==> src/rtl/config_loader_pkg.sv <==
// Shared types and constants for the serial configuration loader.
package config_loader_pkg;

   typedef enum logic [1:0] {
      StHunt,
      StLoad,
      StCrc,
      StCheck
   } state_e;

   localparam logic [7:0]  CRC8_POLY     = 8'h07;
   localparam logic [15:0] SYNC_WORD_DEF = 16'hA5C3;

   // Fabric geometry that sets the payload length.
   localparam int unsigned TILE_BITS    = 33;
   localparam int unsigned SB_BITS      = 16;
   localparam int unsigned TILE_CNT     = 25;
   localparam int unsigned SB_CNT       = 18;
   localparam int unsigned CFG_BITS_DEF = TILE_CNT * TILE_BITS + SB_CNT * SB_BITS;

   // Width of the payload bit counter.
   localparam int unsigned CNT_W = 11;

endpackage

==> src/rtl/crc8_serial.sv <==
// Bit-serial CRC-8 (MSB first, init 0) with synchronous clear.
module crc8_serial
   import config_loader_pkg::*;
(
   input  logic       clock,
   input  logic       reset,
   input  logic       clear,
   input  logic       en,
   input  logic       din,
   output logic [7:0] crc
);

   logic [7:0] crc_q, crc_d;
   logic       fb;

   // Next CRC value: clear has priority over a data update.
   always_comb begin
      fb    = crc_q[7] ^ din;
      crc_d = crc_q;
      if (clear) begin
         crc_d = '0;
      end else if (en) begin
         crc_d = {crc_q[6:0], 1'b0} ^ (fb ? CRC8_POLY : 8'h00);
      end
   end

   // CRC register.
   always_ff @(posedge clock) begin
      if (reset) begin
         crc_q <= '0;
      end else begin
         crc_q <= crc_d;
      end
   end

   assign crc = crc_q;

endmodule

==> src/rtl/config_loader.sv <==
// Serial configuration loader: hunts for a sync word, shifts the payload into a
// shadow register, checks CRC-8 and commits the payload atomically.
module config_loader
   import config_loader_pkg::*;
#(
   parameter int unsigned       CFG_BITS  = CFG_BITS_DEF,
   parameter int unsigned       SYNC_W    = 16,
   parameter logic [SYNC_W-1:0] SYNC_WORD = SYNC_WORD_DEF
) (
   input  logic                clock,
   input  logic                reset,
   input  logic                cfg_in,
   input  logic                cfg_en,
   input  logic                abort,
   output logic [CFG_BITS-1:0] cfg_data,
   output logic                cfg_done,
   output logic                cfg_error,
   output logic                busy,
   output logic [CNT_W-1:0]    bit_count
);

   localparam logic [CNT_W-1:0] CntMax  = CNT_W'(CFG_BITS);
   localparam logic [CNT_W-1:0] CntLast = CNT_W'(CFG_BITS - 1);

   state_e              state_q, state_d;
   logic [SYNC_W-1:0]   win_q, win_d, win_next;
   logic [CFG_BITS-1:0] shadow_q, shadow_d;
   logic [CFG_BITS-1:0] data_q, data_d;
   logic                done_q, done_d;
   logic                err_q, err_d;
   logic [CNT_W-1:0]    cnt_q, cnt_d;
   logic [7:0]          rx_q, rx_d;
   logic [2:0]          rxn_q, rxn_d;
   logic                crc_clr, crc_en;
   logic [7:0]          crc_val;

   crc8_serial u_crc (
      .clock (clock),
      .reset (reset),
      .clear (crc_clr),
      .en    (crc_en),
      .din   (cfg_in),
      .crc   (crc_val)
   );

   // Next-state logic; abort overrides everything, including a bit offered in the same cycle.
   always_comb begin
      state_d  = state_q;
      win_d    = win_q;
      shadow_d = shadow_q;
      data_d   = data_q;
      done_d   = done_q;
      err_d    = err_q;
      cnt_d    = cnt_q;
      rx_d     = rx_q;
      rxn_d    = rxn_q;
      crc_clr  = 1'b0;
      crc_en   = 1'b0;
      win_next = {win_q[SYNC_W-2:0], cfg_in};

      if (abort) begin
         state_d  = StHunt;
         win_d    = '0;
         shadow_d = '0;
         cnt_d    = '0;
         done_d   = 1'b0;
         err_d    = 1'b0;
         rxn_d    = '0;
         crc_clr  = 1'b1;
      end else begin
         unique case (state_q)
            StHunt: begin
               if (cfg_en) begin
                  win_d = win_next;
                  if (win_next == SYNC_WORD) begin
                     state_d = StLoad;
                     done_d  = 1'b0;
                     err_d   = 1'b0;
                     cnt_d   = '0;
                     crc_clr = 1'b1;
                  end
               end
            end
            StLoad: begin
               if (cfg_en) begin
                  shadow_d = {shadow_q[CFG_BITS-2:0], cfg_in};
                  crc_en   = 1'b1;
                  if (cnt_q != CntMax) begin
                     cnt_d = cnt_q + 1'b1;
                  end
                  if (cnt_q == CntLast) begin
                     state_d = StCrc;
                     rxn_d   = '0;
                  end
               end
            end
            StCrc: begin
               if (cfg_en) begin
                  rx_d  = {rx_q[6:0], cfg_in};
                  rxn_d = rxn_q + 1'b1;
                  if (rxn_q == 3'd7) begin
                     state_d = StCheck;
                  end
               end
            end
            StCheck: begin
               // Input is ignored here; the verdict is taken in a cycle of its own.
               if (rx_q == crc_val) begin
                  data_d = shadow_q;
                  done_d = 1'b1;
                  err_d  = 1'b0;
               end else begin
                  err_d = 1'b1;
               end
               state_d = StHunt;
               win_d   = '0;
            end
            default: state_d = StHunt;
         endcase
      end
   end

   // State registers.
   always_ff @(posedge clock) begin
      if (reset) begin
         state_q  <= StHunt;
         win_q    <= '0;
         shadow_q <= '0;
         data_q   <= '0;
         done_q   <= 1'b0;
         err_q    <= 1'b0;
         cnt_q    <= '0;
         rx_q     <= '0;
         rxn_q    <= '0;
      end else begin
         state_q  <= state_d;
         win_q    <= win_d;
         shadow_q <= shadow_d;
         data_q   <= data_d;
         done_q   <= done_d;
         err_q    <= err_d;
         cnt_q    <= cnt_d;
         rx_q     <= rx_d;
         rxn_q    <= rxn_d;
      end
   end

   assign cfg_data  = data_q;
   assign cfg_done  = done_q;
   assign cfg_error = err_q;
   assign bit_count = cnt_q;
   assign busy      = (state_q != StHunt);

endmodule

==> config.mk <==
export PLATFORM = sky130hd
export DESIGN_NAME = config_loader
export DESIGN_NICKNAME = d
export VERILOG_FILES = /design/src/rtl/config_loader_pkg.sv /design/src/rtl/crc8_serial.sv /design/src/rtl/config_loader.sv
export SDC_FILE = /design/constraint.sdc
export NUM_CORES = 2
export LEC_CHECK = 0
export BUFFER_PORTS_ARGS = -buffer_cell sky130_fd_sc_hd__buf_2
export CORE_AREA = 2 2 444 446
export DETAILED_ROUTE_END_ITERATION = 10
export DIE_AREA = 0 0 446 448
export PLACE_DENSITY = 0.66
export SLEW_MARGIN = 5
export SYNTH_ARGS = -nofsm -noshare
export SYNTH_HDL_FRONTEND = slang
export SYNTH_SLANG_ARGS = --single-unit
==> constraint.sdc <==
create_clock -name clock -period 2.2 [get_ports clock]
set_input_delay 0.44 -clock clock [delete_from_list [all_inputs] [get_ports clock]]
set_output_delay 0.44 -clock clock [all_outputs]
set_load 0.005 [all_outputs]
* After elaboration in Yosys (flattened, before gate mapping)
Cells that the tools add are included.
Word-level totals: bits in registers 2275, logic and storage cells 79, input bits 5
Cells by class: $add $sub $neg 2, bitwise gates (word level) 3, eq/ne operators 16, muxes and demuxes 32, reduce and logical (&&, ||, !) cells 16
Operator list (count):
- $mux W11 | 4
- $pmux W15 S2 | 1
- $pmux W11 S2 | 1
- $eq A16 B16 Y1 const B | 1
- $ne A2 B2 Y1 const B | 8
- $mux W15 | 1
- $mux W2 | 6
- $mux W3 | 4
- $add A11 B1 Y11 const B | 1
- $eq A11 B11 Y1 const B | 1
- $mux W1 | 11
- $ne A11 B11 Y1 const B | 1
- $reduce_and A3 Y1 | 3
- $eq A8 B8 Y1 | 1
- $pmux W2 S4 | 1
- $reduce_and A4 Y1 | 2
- $reduce_bool A2 Y1 | 4
- $xor A8 B8 Y8 | 1
- $pmux W3 S2 | 1
- $reduce_and A6 Y1 | 1
- $reduce_and A5 Y1 | 1
- $eq A2 B2 Y1 const B | 2
- $pmux W1 S2 | 2
- $reduce_and A2 Y1 | 2
- 7 further kinds | 8

* Depth between registers and ports, before layout
depth in word-level cells 6, depth in mapped cells 10, mapped depth without buffers 7

* Cells and area by module
Synthesis repeated with hierarchy kept, for this count alone.
Unflattened totals: cells, all modules 9949, area, all modules 77902.2 um2
By module, submodules not included:
- config_loader | seq. area each 45383.5 um2, area an instance 77558.1 um2, times used 1, cells each 9915
- crc8_serial | seq. area each 160.2 um2, area an instance 344.1 um2, times used 1, cells each 34

* Worst setup path after synthesis
Ideal clock, no wire load.
path type register to register, start point register state_q[1], end point register shadow_q[492], arrival 2.026 ns, stages on the path, launching flop included 11, slack 0.103 ns, data required time 2.130 ns, path through dfxtp_1 inv_1 ha_1 buf_2 and2_1 clkbuf_1 buf_2 clkbuf_1 clkbuf_1 nand2_1 a21oi_1
Between the ends: longest elaborated chain between the ends 2
RTL lines:
- from (decl) | RTL line config_loader.sv:25 | state_e state_q, state_d;
- from (signal assigned) | RTL line config_loader.sv:126 | state_q <= StHunt;
- from (signal assigned) | RTL line config_loader.sv:136 | state_q <= state_d;
- $eq A2 B1 Y1 | RTL line config_loader.sv:71 | unique case (state_q)
- $reduce_and A2 Y1 (no line)
- to (signal assigned) | RTL line config_loader.sv:138 | shadow_q <= shadow_d;
- to (decl) | RTL line config_loader.sv:27 | logic [CFG_BITS-1:0] shadow_q, shadow_d;
No other way between the ends. A chain may end at the register's enable or synchronous reset.

* Final worst setup path
start point register u_crc.crc_q[1] (netlist: u_crc.crc[1]), end point register data_q[725] (netlist: cfg_data[725])
Between the ends: longest elaborated chain between the ends 2
RTL lines:
- from (decl) | RTL line crc8_serial.sv:13 | logic [7:0] crc_q, crc_d;
- from (signal assigned) | RTL line crc8_serial.sv:32 | crc_q <= crc_d;
- $eq A8 B8 Y1 | RTL line config_loader.sv:108 | if (rx_q == crc_val) begin
- $reduce_and A3 Y1 (no line)
- to (signal assigned) | RTL line config_loader.sv:139 | data_q <= data_d;
- to (decl) | RTL line config_loader.sv:28 | logic [CFG_BITS-1:0] data_q, data_d;
No other way between the ends.

==> results.toml <==
[clock_network]
cts_buffers = 219
clk_path_buf_depth = 3
cts_root_buf = "clkbuf_16"
h-tree-depth = 4
cts_tree = "done"
cts_sinks = 2275
path_clk_slew_ns = 0.07
clk_latency_ns = 0.85

[status]
violations = "negative setup slack"
status = "finished, violations left"

[synthesis]
ys_top_cells_by_count = "nand2_1 (4479), dfxtp_1 (2275), a21oi_1 (2252), clkbuf_1 (618), buf_2 (115)"
ys_seq_area_share_pct = 58.4
syn_avg_cell_area_sq_um = 7.84
synth_nets = 9963
yosysMostFrequentCell = "nand2_1"
synth_cells = 9948
netlist_area_sq_mm = 0.0780
synth_area_leaders = "dfxtp_1 (58%), nand2_1 (22%), a21oi_1 (14%)"
async_flop_share_pct = 0
synthFlopType = "dfxtp_1"
synth_top_area_share_pct = 58.4
synth_enable_flop_cells = 0
yosysTopAreaCell = "dfxtp_1"
ys_warn_count = 0
ys_ff_latch = 2275
ys_types = 52

[sta]
fin_ws_ns = -0.0302
slew_headroom_pct = 43.1
period_share_pct = 101
rsz0062_at_grt = "yes"
setup_violations = 43
hold_violations = 0
finalCriticalPeriod_ns = 2.23
holdWs_ns = 0.108
worst_slew_pin_slew_ns = 0.854
drv_slew = 0
finClkSkew_ns = 0.0616
fmax_ghz = 0.448

[detailed_routing]
wl_per_cell_um = 17.9
drt-pass1-iter-count = 6
antenna_left = 0
vias = 69800
routed_wl_um = 243000
via_per_inst = 5.13
drt_iter0_markers = 5348
drc = 0

[cells_and_area]
final_area_sq_mm = 0.0958
layout-drive-gt1-share_pct = 17.2
finish.cell_count_without_fillers = 13600
nets = 10900
area_delta_synth_final_pct = 22.9

[die]
initial_core_util_pct = 40.1
ios = 1132
fp.dieW_um = 446
die-area_sq_mm = 0.200
rows = 162
coreArea_sq_mm = 0.195
die_y_um = 448

[global_route]
grt_antenna_before_repair = 4
grt_start_max_net_pins = 154
overflow = 0
track_usage_pct = 22.4
grt_first_pass_wirelength_um = 358000
first_global_vias = 63500

[critical_path]
regToRegSetupSlack_ns = -0.03
cp.required_ns = 2.95
reg2regPathDepth = 9
crit_start = "u_crc.crc[1]"
cp_max_fo = 28
reg2reg_from = "u_crc.crc[1]"
critPathCapture = "cfg_data[725]"
cp.arrival_ns = 2.98
r2r-end = "cfg_data[725]"
cp-end-kind = "flop"
crit_type = "reg -> reg"
cp-start-kind = "flop"

[placed_design]
io_buffers = 1131
numPlacedInstances = 13100
dp_hpwl_um = 164000
place.gp.congestion = 0.878
place_ws_ns = -0.0801
placed_area_sq_mm = 0.0872

[power_and_ir_drop]
p_clk_share_pct = 48.0
p_leak_nw = 34.6
max-vdd-ir-drop_uv = 728
power_density_mw_per_mm2 = 845
power.internal_mw = 64.0
seq_power_share_pct = 50.9
power_frac_comb_pct = 1.1
swShare_pct = 21.0
power_mw = 81.0
p_switching_mw = 17.0

[worst_hold_path]
hold_path_startpoint = "reset"
hold_path.class = "in -> reg"

[flow_run]
cap_violations = 0
## worst max-delay path: stages, from the launching register on
cell and delay [ns]:
dfxtp_2 0.33, xor2_1 0.16, nor4_1 0.31, buf_4 0.18, and4b_4 0.29, buf_12 0.21, buf_16 0.20, buf_12 0.18
nand2_1 0.07, a21oi_1 0.13
## per-stage QoR
step                      utilization (%)  setup TNS [ns]
after floorplan                         -               0
after global placement               44.8          -0.175
after detailed placement             44.8          -0.102
after CTS                            48.8         -0.0240
after global routing                 49.2          -25.85
final                                49.2          -0.363
## flip-flops by register name (all words and copies together) (netlist names)
register / count
bit_count: 11
cfg_data: 1113
cfg_done: 1
cfg_error: 1
rx_q: 8
rxn_q: 3
shadow_q: 1113
state_q: 2
u_crc.crc: 8
win_q: 15
## area by class of cell
| type | instances | area [sq um] |
|---|---|---|
| Clock inverter | 90 | 1110 |
| Inverter | 9 | 37.5 |
| Tap cell | 2542 | 3180 |
| Multi-Input combinational cell | 6903 | 29600 |
| Sequential cell | 2275 | 45600 |
| Fill cell | 18400 | 98800 |
| Timing Repair Buffer | 1449 | 9910 |
| Antenna cell | 4 | 10.0 |
| Clock buffer | 313 | 6430 |
## logic make-up after synthesis
| family | count (synthesis) | share of synthesized area [%] |
|---|---|---|
| fa+ha+maj | 10 | 0.161 |
| flops | 2275 | 58.4 |
| mux | 11 | 0.146 |
| xor+xnor | 11 | 0.124 |
| compound gates | 2301 | 15.0 |
| buf+inv | 770 | 3.95 |
| simple gates | 4570 | 22.2 |
## layer usage
metal / global-route usage [%] / wire length, um / share of wire [%] / vias to the layer above
li1: - / - / - / 33800
met1: 27.8 / 99100 / 41 / 33200
met2: 36.5 / 115000 / 47 / 2151
met3: 3.49 / 12900 / 5.3 / 552
met4: 14.5 / 15800 / 6.5 / 2
met5: 0 / 7 / 0.0029 / -
## placed cells by master (no fill, tap or decap), types with 5 or more instances in the layout
cell / Yosys / layout
a21oi_1: 2252 / 2211
a21oi_2: 0 / 41
a22oi_1: 16 / 16
buf_12: 0 / 99
buf_16: 0 / 12
buf_2: 115 / 1127
buf_4: 11 / 178
buf_6: 0 / 8
buf_8: 0 / 5
bufinv_16: 0 / 20
clkbuf_1: 618 / 39
clkbuf_16: 0 / 240
clkbuf_8: 0 / 51
clkinv_2: 0 / 50
clkinvlp_4: 0 / 9
dfxtp_1: 2275 / 2267
dfxtp_2: 0 / 7
ha_1: 10 / 8
inv_1: 8 / 6
mux2i_1: 10 / 10
nand2_1: 4479 / 4463
nand2_2: 0 / 11
nand2_4: 0 / 5
nand4_1: 9 / 9
nor2_1: 50 / 50
o21ai_0: 7 / 7
xor2_1: 8 / 8
## power by group through the flow
stage,registers [mW],logic [mW],clock network [mW]
floorplan,42.1,0.579,0
global placement,42.1,0.874,0
detailed placement,42.1,0.878,0
CTS,41.2,0.883,39.5
global route,41.2,0.953,41.2
finish,41.2,0.892,38.9
## how the worst min path moves through the flow
stage	cells after the start	slack [ns]	endpoint
after floorplan	2	0.43	cfg_data[1112]
after global placement	2	0.44	cfg_data[1031]
after detailed placement	2	0.44	cfg_data[352]
after CTS	3	0.02	cfg_data[8]
after global routing	3	0.06	cfg_data[184]
final	3	0.11	cfg_data[184]
## repair_timing
item	4_1_cts	5_1_grt
cloned	0	17
endpoints found under the setup margin	17	904
hold buffers	3	0
pin swaps	2	8
setup buffers	9	8
endpoints found under the hold margin	5	0
resized for setup	23	93
Note: power is estimated with default switching activity, not from simulation.
